[src/rtl/cronometro_pkg.sv]
// Shared definitions for the stopwatch core: state codes and count limits.
package cronometro_pkg;

    typedef enum logic [2:0] {
        ZERADO   = 3'd0,
        CONTANDO = 3'd1,
        PAUSADO  = 3'd2,
        PARADO   = 3'd3
    } estado_t;

    localparam logic [9:0] SEG_MAX = 10'd999;
    localparam logic [3:0] DEC_MAX = 4'd9;

endpackage

[src/rtl/cronometro_controle_detector_borda.sv]
// Key conditioner: 2-flop synchronizer plus registered falling-edge pulse.
// Pulses are suppressed until the synchronizer holds only post-reset samples.
module detector_borda (
    input  logic clk,
    input  logic rst_n,
    input  logic key_n,
    output logic pulso
);

    logic       r_sync1;
    logic       r_sync2;
    logic       r_prev;
    logic       r_pulso;
    logic [2:0] r_vld;

    // r_vld tracks which stages carry real key samples, so a key held
    // through reset release never looks like a fresh press.
    always_ff @(posedge clk or negedge rst_n) begin
        if (!rst_n) begin
            r_sync1 <= 1'b1;
            r_sync2 <= 1'b1;
            r_prev  <= 1'b1;
            r_vld   <= 3'b000;
            r_pulso <= 1'b0;
        end else begin
            r_sync1 <= key_n;
            r_sync2 <= r_sync1;
            r_prev  <= r_sync2;
            r_vld   <= {r_vld[1:0], 1'b1};
            r_pulso <= r_vld[2] & r_prev & ~r_sync2;
        end
    end

    assign pulso = r_pulso;

endmodule

[src/rtl/cronometro_controle.sv]
// Stopwatch control: key FSM, 0.1 s prescaler, seconds/tenths counters and
// lap (display freeze) flag.
module cronometro_controle #(
    parameter int CLK_HZ   = 50_000_000,
    parameter int TICK_DIV = CLK_HZ / 10
) (
    input  logic       clk,
    input  logic       rst_n,
    input  logic       key_inicia_n,
    input  logic       key_pausa_n,
    input  logic       key_para_n,
    input  logic       key_zera_n,
    output logic [9:0] seg,
    output logic [3:0] dec,
    output logic       enable,
    output logic [2:0] estado_atual
);

    import cronometro_pkg::*;

    localparam int            PW        = $clog2(TICK_DIV);
    localparam logic [PW-1:0] TICK_LAST = PW'(TICK_DIV - 1);

    logic [3:0] w_keys_n;
    logic [3:0] w_pulso;
    logic       w_zera;
    logic       w_para;
    logic       w_pausa;
    logic       w_inicia;
    logic       w_tick;
    logic       w_overflow;
    logic       w_lap;
    estado_t    w_base;
    estado_t    w_estado_next;

    estado_t       r_estado;
    logic [PW-1:0] r_presc;
    logic [9:0]    r_seg;
    logic [3:0]    r_dec;
    logic          r_congelado;
    logic [2:0]    r_pausa_lvl;

    assign w_keys_n = {key_zera_n, key_para_n, key_pausa_n, key_inicia_n};

    genvar gi;
    generate
        for (gi = 0; gi < 4; gi++) begin : g_key
            detector_borda u_det (
                .clk   (clk),
                .rst_n (rst_n),
                .key_n (w_keys_n[gi]),
                .pulso (w_pulso[gi])
            );
        end
    endgenerate

    // Strict priority: only the highest-priority pulse is considered at all.
    assign w_zera   = w_pulso[3];
    assign w_para   = w_pulso[2] & ~w_pulso[3];
    assign w_pausa  = w_pulso[1] & ~w_pulso[2] & ~w_pulso[3];
    assign w_inicia = w_pulso[0] & ~w_pulso[1] & ~w_pulso[2] & ~w_pulso[3];

    assign w_tick     = (r_estado == CONTANDO) && (r_presc == TICK_LAST);
    assign w_overflow = w_tick && (r_seg == SEG_MAX) && (r_dec == DEC_MAX);
    // The tick acts first; key transitions start from the post-tick state.
    assign w_base     = w_overflow ? PARADO : r_estado;

    always_ff @(posedge clk or negedge rst_n) begin
        if (!rst_n) begin
            r_estado <= ZERADO;
        end else begin
            r_estado <= w_estado_next;
        end
    end

    always_comb begin
        w_estado_next = w_base;
        w_lap         = 1'b0;
        case (w_base)
            ZERADO: begin
                if (w_inicia) w_estado_next = CONTANDO;
            end
            CONTANDO: begin
                if (w_zera) begin
                    if (!r_pausa_lvl[2]) w_lap = 1'b1;
                    else                 w_estado_next = ZERADO;
                end else if (w_para) begin
                    w_estado_next = PARADO;
                end else if (w_pausa) begin
                    w_estado_next = PAUSADO;
                end
            end
            PAUSADO: begin
                if (w_zera)        w_estado_next = ZERADO;
                else if (w_para)   w_estado_next = PARADO;
                else if (w_inicia) w_estado_next = CONTANDO;
            end
            PARADO: begin
                if (w_zera) w_estado_next = ZERADO;
            end
            default: w_estado_next = ZERADO;
        endcase
    end

    // Pausa level delayed to line up with the registered press pulses.
    always_ff @(posedge clk or negedge rst_n) begin
        if (!rst_n) begin
            r_pausa_lvl <= 3'b111;
        end else begin
            r_pausa_lvl <= {r_pausa_lvl[1:0], key_pausa_n};
        end
    end

    always_ff @(posedge clk or negedge rst_n) begin
        if (!rst_n) begin
            r_presc     <= '0;
            r_seg       <= 10'd0;
            r_dec       <= 4'd0;
            r_congelado <= 1'b0;
        end else begin
            if (w_estado_next == ZERADO) begin
                r_presc <= '0;
                r_seg   <= 10'd0;
                r_dec   <= 4'd0;
            end else begin
                if (r_estado == CONTANDO) begin
                    r_presc <= w_tick ? '0 : r_presc + 1'b1;
                end
                if (w_tick && !w_overflow) begin
                    if (r_dec == DEC_MAX) begin
                        r_dec <= 4'd0;
                        r_seg <= r_seg + 10'd1;
                    end else begin
                        r_dec <= r_dec + 4'd1;
                    end
                end
            end
            if (w_estado_next == ZERADO || w_estado_next == PARADO) begin
                r_congelado <= 1'b0;
            end else if (w_lap) begin
                r_congelado <= ~r_congelado;
            end
        end
    end

    assign seg          = r_seg;
    assign dec          = r_dec;
    assign enable       = ~r_congelado;
    assign estado_atual = r_estado;

endmodule
[config.mk]
export PLATFORM = sky130hd
export DESIGN_NAME = cronometro_controle
export DESIGN_NICKNAME = d
export VERILOG_FILES = /design/src/rtl/cronometro_pkg.sv /design/src/rtl/cronometro_controle_detector_borda.sv /design/src/rtl/cronometro_controle.sv
export SDC_FILE = /design/constraint.sdc
export NUM_CORES = 1
export LEC_CHECK = 0
export CORE_UTILIZATION = 51
export DETAILED_ROUTE_END_ITERATION = 10
export HOLD_SLACK_MARGIN = 0.03
export PLACE_DENSITY = 0.73
export SETUP_SLACK_MARGIN = 0.1
export SLEW_MARGIN = 20
export SYNTH_ARGS = -nofsm -noshare
export SYNTH_HDL_FRONTEND = slang
export SYNTH_SLANG_ARGS = --single-unit
[constraint.sdc]
create_clock -name clk -period 4.2 [get_ports clk]
set_input_delay 0.84 -clock clk [delete_from_list [all_inputs] [get_ports clk]]
set_output_delay 0.84 -clock clk [all_outputs]
set_load 0.01 [all_outputs]
==> metrics.txt <==
outcome complete, no violations; count leader, synth dfrtp_1; Tcrit/Tclk final 63.2%; die area 6010 µm²; Skew-Pair Late Insertion Delay 0.34 ns; Yosys cell types 44; Internal 881 µW; Slew headroom 53.9%; num ports 24; Reg2Reg Setup Slack 1.54 ns; Initial DRC Count 152; Multi-input gate area 1310 µm²; core region area 5510 µm²; area delta synth->final 16.6%; Post-synth top cells 48 x dfrtp_1, 21 x nand2_1, 20 x nor2_1, 19 x nor3_1, 18 x nor2_2; Worst-Margin Slew 0.691 ns; Total Routing Usage GR 21.4%; CTS Hold Bufs 0; maximum vdd drop 0.244 mV; setup bufs post-CTS 0; Final Setup Violations 0; WP data arrival 2.86 ns; remaining antenna violation count 0; sequential share of power 51.5%; PwrDens 343 nW/µm²; clock group share of total power 45.1%; Hold Crit Class flip-flop to flip-flop; first-pass GRT wire length 9870 µm; Startpoint Class flip-flop; Hold Fails Final Rpt 0; Num Clock Sinks 60; Max-Cap Viols 0; crit path max-delay cell type buf_4; Critical Path RT 4.41 ns; CP endpoint kind flip-flop; Comb pwr share 3.4%; worst-case clock buffer depth 2; antenna cell count 0; RD Place Congestion 0.842; flip-flop and latch area 1520 µm²; Leak 0.00130 µW; cts repair resizes 0; Syn Inst Count 283; Critical Path Fanout Max 37; number of global-route vias before repair 2115; routed wire length per instance 14.9 µm; yosys warns 0; GRT Residual Overflow 0; worst path cell trace ha_1, nor4bb_1, nand4_1, nor4_1, o22ai_2, and3b_1, buf_4, nor3_1; CP top delay family simple AND/OR/NAND/NOR gates; filler cell count in the final layout 465; nets@finish 321; worst r2r src seg[0]; Seq/Total Area, Yosys 52.1%; largest net degree at the start of global routing 38; Synth top area share 41.3%; synthesized cell area 2910 µm²; hold path endpoint g_key[2].u_det.r_sync2; CP bufs+invs 1; # DRC 0; most area-hungry cell type in the Yosys netlist dfrtp_1; WL final 5800 µm; RSZ-0062 raised after global routing false; TritonCTS clock tree done; CTS Root Cell clkbuf_8; DR pass1 iterations 4; I/O Buffers 23; # rows 27; Fin Setup TNS 0 ns; Die W 77.5 µm; Async S/R FF share, synth 100%; Clk pin slew, worst setup/hold paths 0.08 ns; Max Slew Vio Count 0; count of state elements after synthesis 60; Hold Path Cell Cnt 0; syn nets 293; Reg-to-Reg End dec[3]; R2R cell count 8; Post-synth EDFFs 0; initial antenna violation count 0; HPWL Detailed 3870 µm; kind of critical path flip-flop to flip-flop; crit path time final 2.66 ns; ys flop type dfrtp_1; die height 77.5 µm; routed via count 2144; dpl cells 372; Starting Density 52.8%; Finished Layout Cells 388; Min-Delay Startpoint g_key[2].u_det.r_sync1; Clock Skew 0.0138 ns; sw frac 24.3%; Critical Path Max Stage Delay 0.44 ns; Inserted Clock Buffers 9; worst hold slack 0.356 ns; NetSw 282 µW; share of post-route cells with drive strength above 1 17.7%; top post-synthesis cells by area dfrtp_1 41%, dfstp_2 11%, xnor2_1 3.9%; Fmax achieved 377 MHz; H-tree depth 3; Mapped Avg Cell Area 10.3 µm²; DR vias/cell 5.53
## placed cells by master (no fill, tap or decap), types with 7 or more instances in the layout
master / instances
xor2_1: 10
clkdlybuf4s50_1: 22
nand2_1: 21
dfrtp_1: 48
o21ai_0: 7
nor2_2: 18
and3_1: 9
nand3_1: 16
dfstp_2: 12
xnor2_1: 13
nor3_1: 19
nand4_1: 7
nor2_1: 20
clkbuf_8: 9
a21oi_1: 15
## per-layer routing
metal	part of all wire (%)	vias up	track usage (%)
li1	-	1053	-
met1	46	1044	27.8
met2	48	37	33.4
met3	3.8	10	6.82
met4	1.6	0	7.92
met5	0	-	0
## power by group through the flow
stage | clock (µW) | sequential (µW) | combinational [µW]
global route | 558 | 600 | 45.3
CTS | 535 | 599 | 41.0
floorplan | 0 | 608 | 21.0
global placement | 0 | 609 | 40.4
finish | 524 | 599 | 40.0
detailed placement | 0 | 610 | 40.7
## cell type report
| cell class | count | share of cell area, % |
|---|---|---|
| Clock buffer | 9 | 3.65 |
| Timing Repair Buffer | 27 | 7.52 |
| Sequential cell | 60 | 44.7 |
| Inverter | 5 | 0.553 |
| Multi-Input combinational cell | 208 | 38.7 |
| Clock inverter | 7 | 2.25 |
| Tap cell | 72 | 2.65 |
## how the worst max path moves through the flow
stage | from | to | depth (start not counted)
after floorplan | dec[1] | r_presc[7] | 11
after global placement | seg[1] | dec[3] | 8
after detailed placement | seg[0] | dec[3] | 8
after CTS | seg[0] | dec[3] | 8
after global routing | seg[0] | r_presc[14] | 8
final | seg[0] | dec[3] | 8
## cell families (layout without fill, tap and decap cells)
group           count (synthesis)  count (layout)  share of synthesized area [%]
buf+inv                        15              48                           2.75
compound gates                 30              30                           6.45
other cells                     2               2                          0.258
fa+ha+maj                       4               4                           1.72
xor+xnor                       23              23                           6.92
simple gates                  148             148                           29.4
flops                          60              60                           52.1
mux                             1               1                          0.344
## stage by stage
stage / utilization, % / setup WS [ns] / area, µm² / total power, µW
2_1_floorplan: - / 1.97 / 2910 / 629
3_3_place_gp: 58.0 / 1.63 / 3190 / 649
3_5_place_dp: 58.0 / 1.57 / 3190 / 650
4_1_cts: 61.6 / 1.56 / 3390 / 1170
5_1_grt: 61.6 / 1.22 / 3390 / 1200
6_report: 61.6 / 1.54 / 3390 / 1160
## registers in the layout, summed over array words and instances (netlist names)
register / flops
g_key.u_det.r_vld: 3
g_key.u_det.r_sync2: 3
dec: 4
g_key.u_det.r_sync1: 3
r_pausa_lvl: 3
estado_atual: 3
r_congelado: 1
g_key.u_det.r_prev: 3
g_key.u_det.pulso: 4
seg: 10
r_presc: 23
Power figures use the tool's default switching activity.
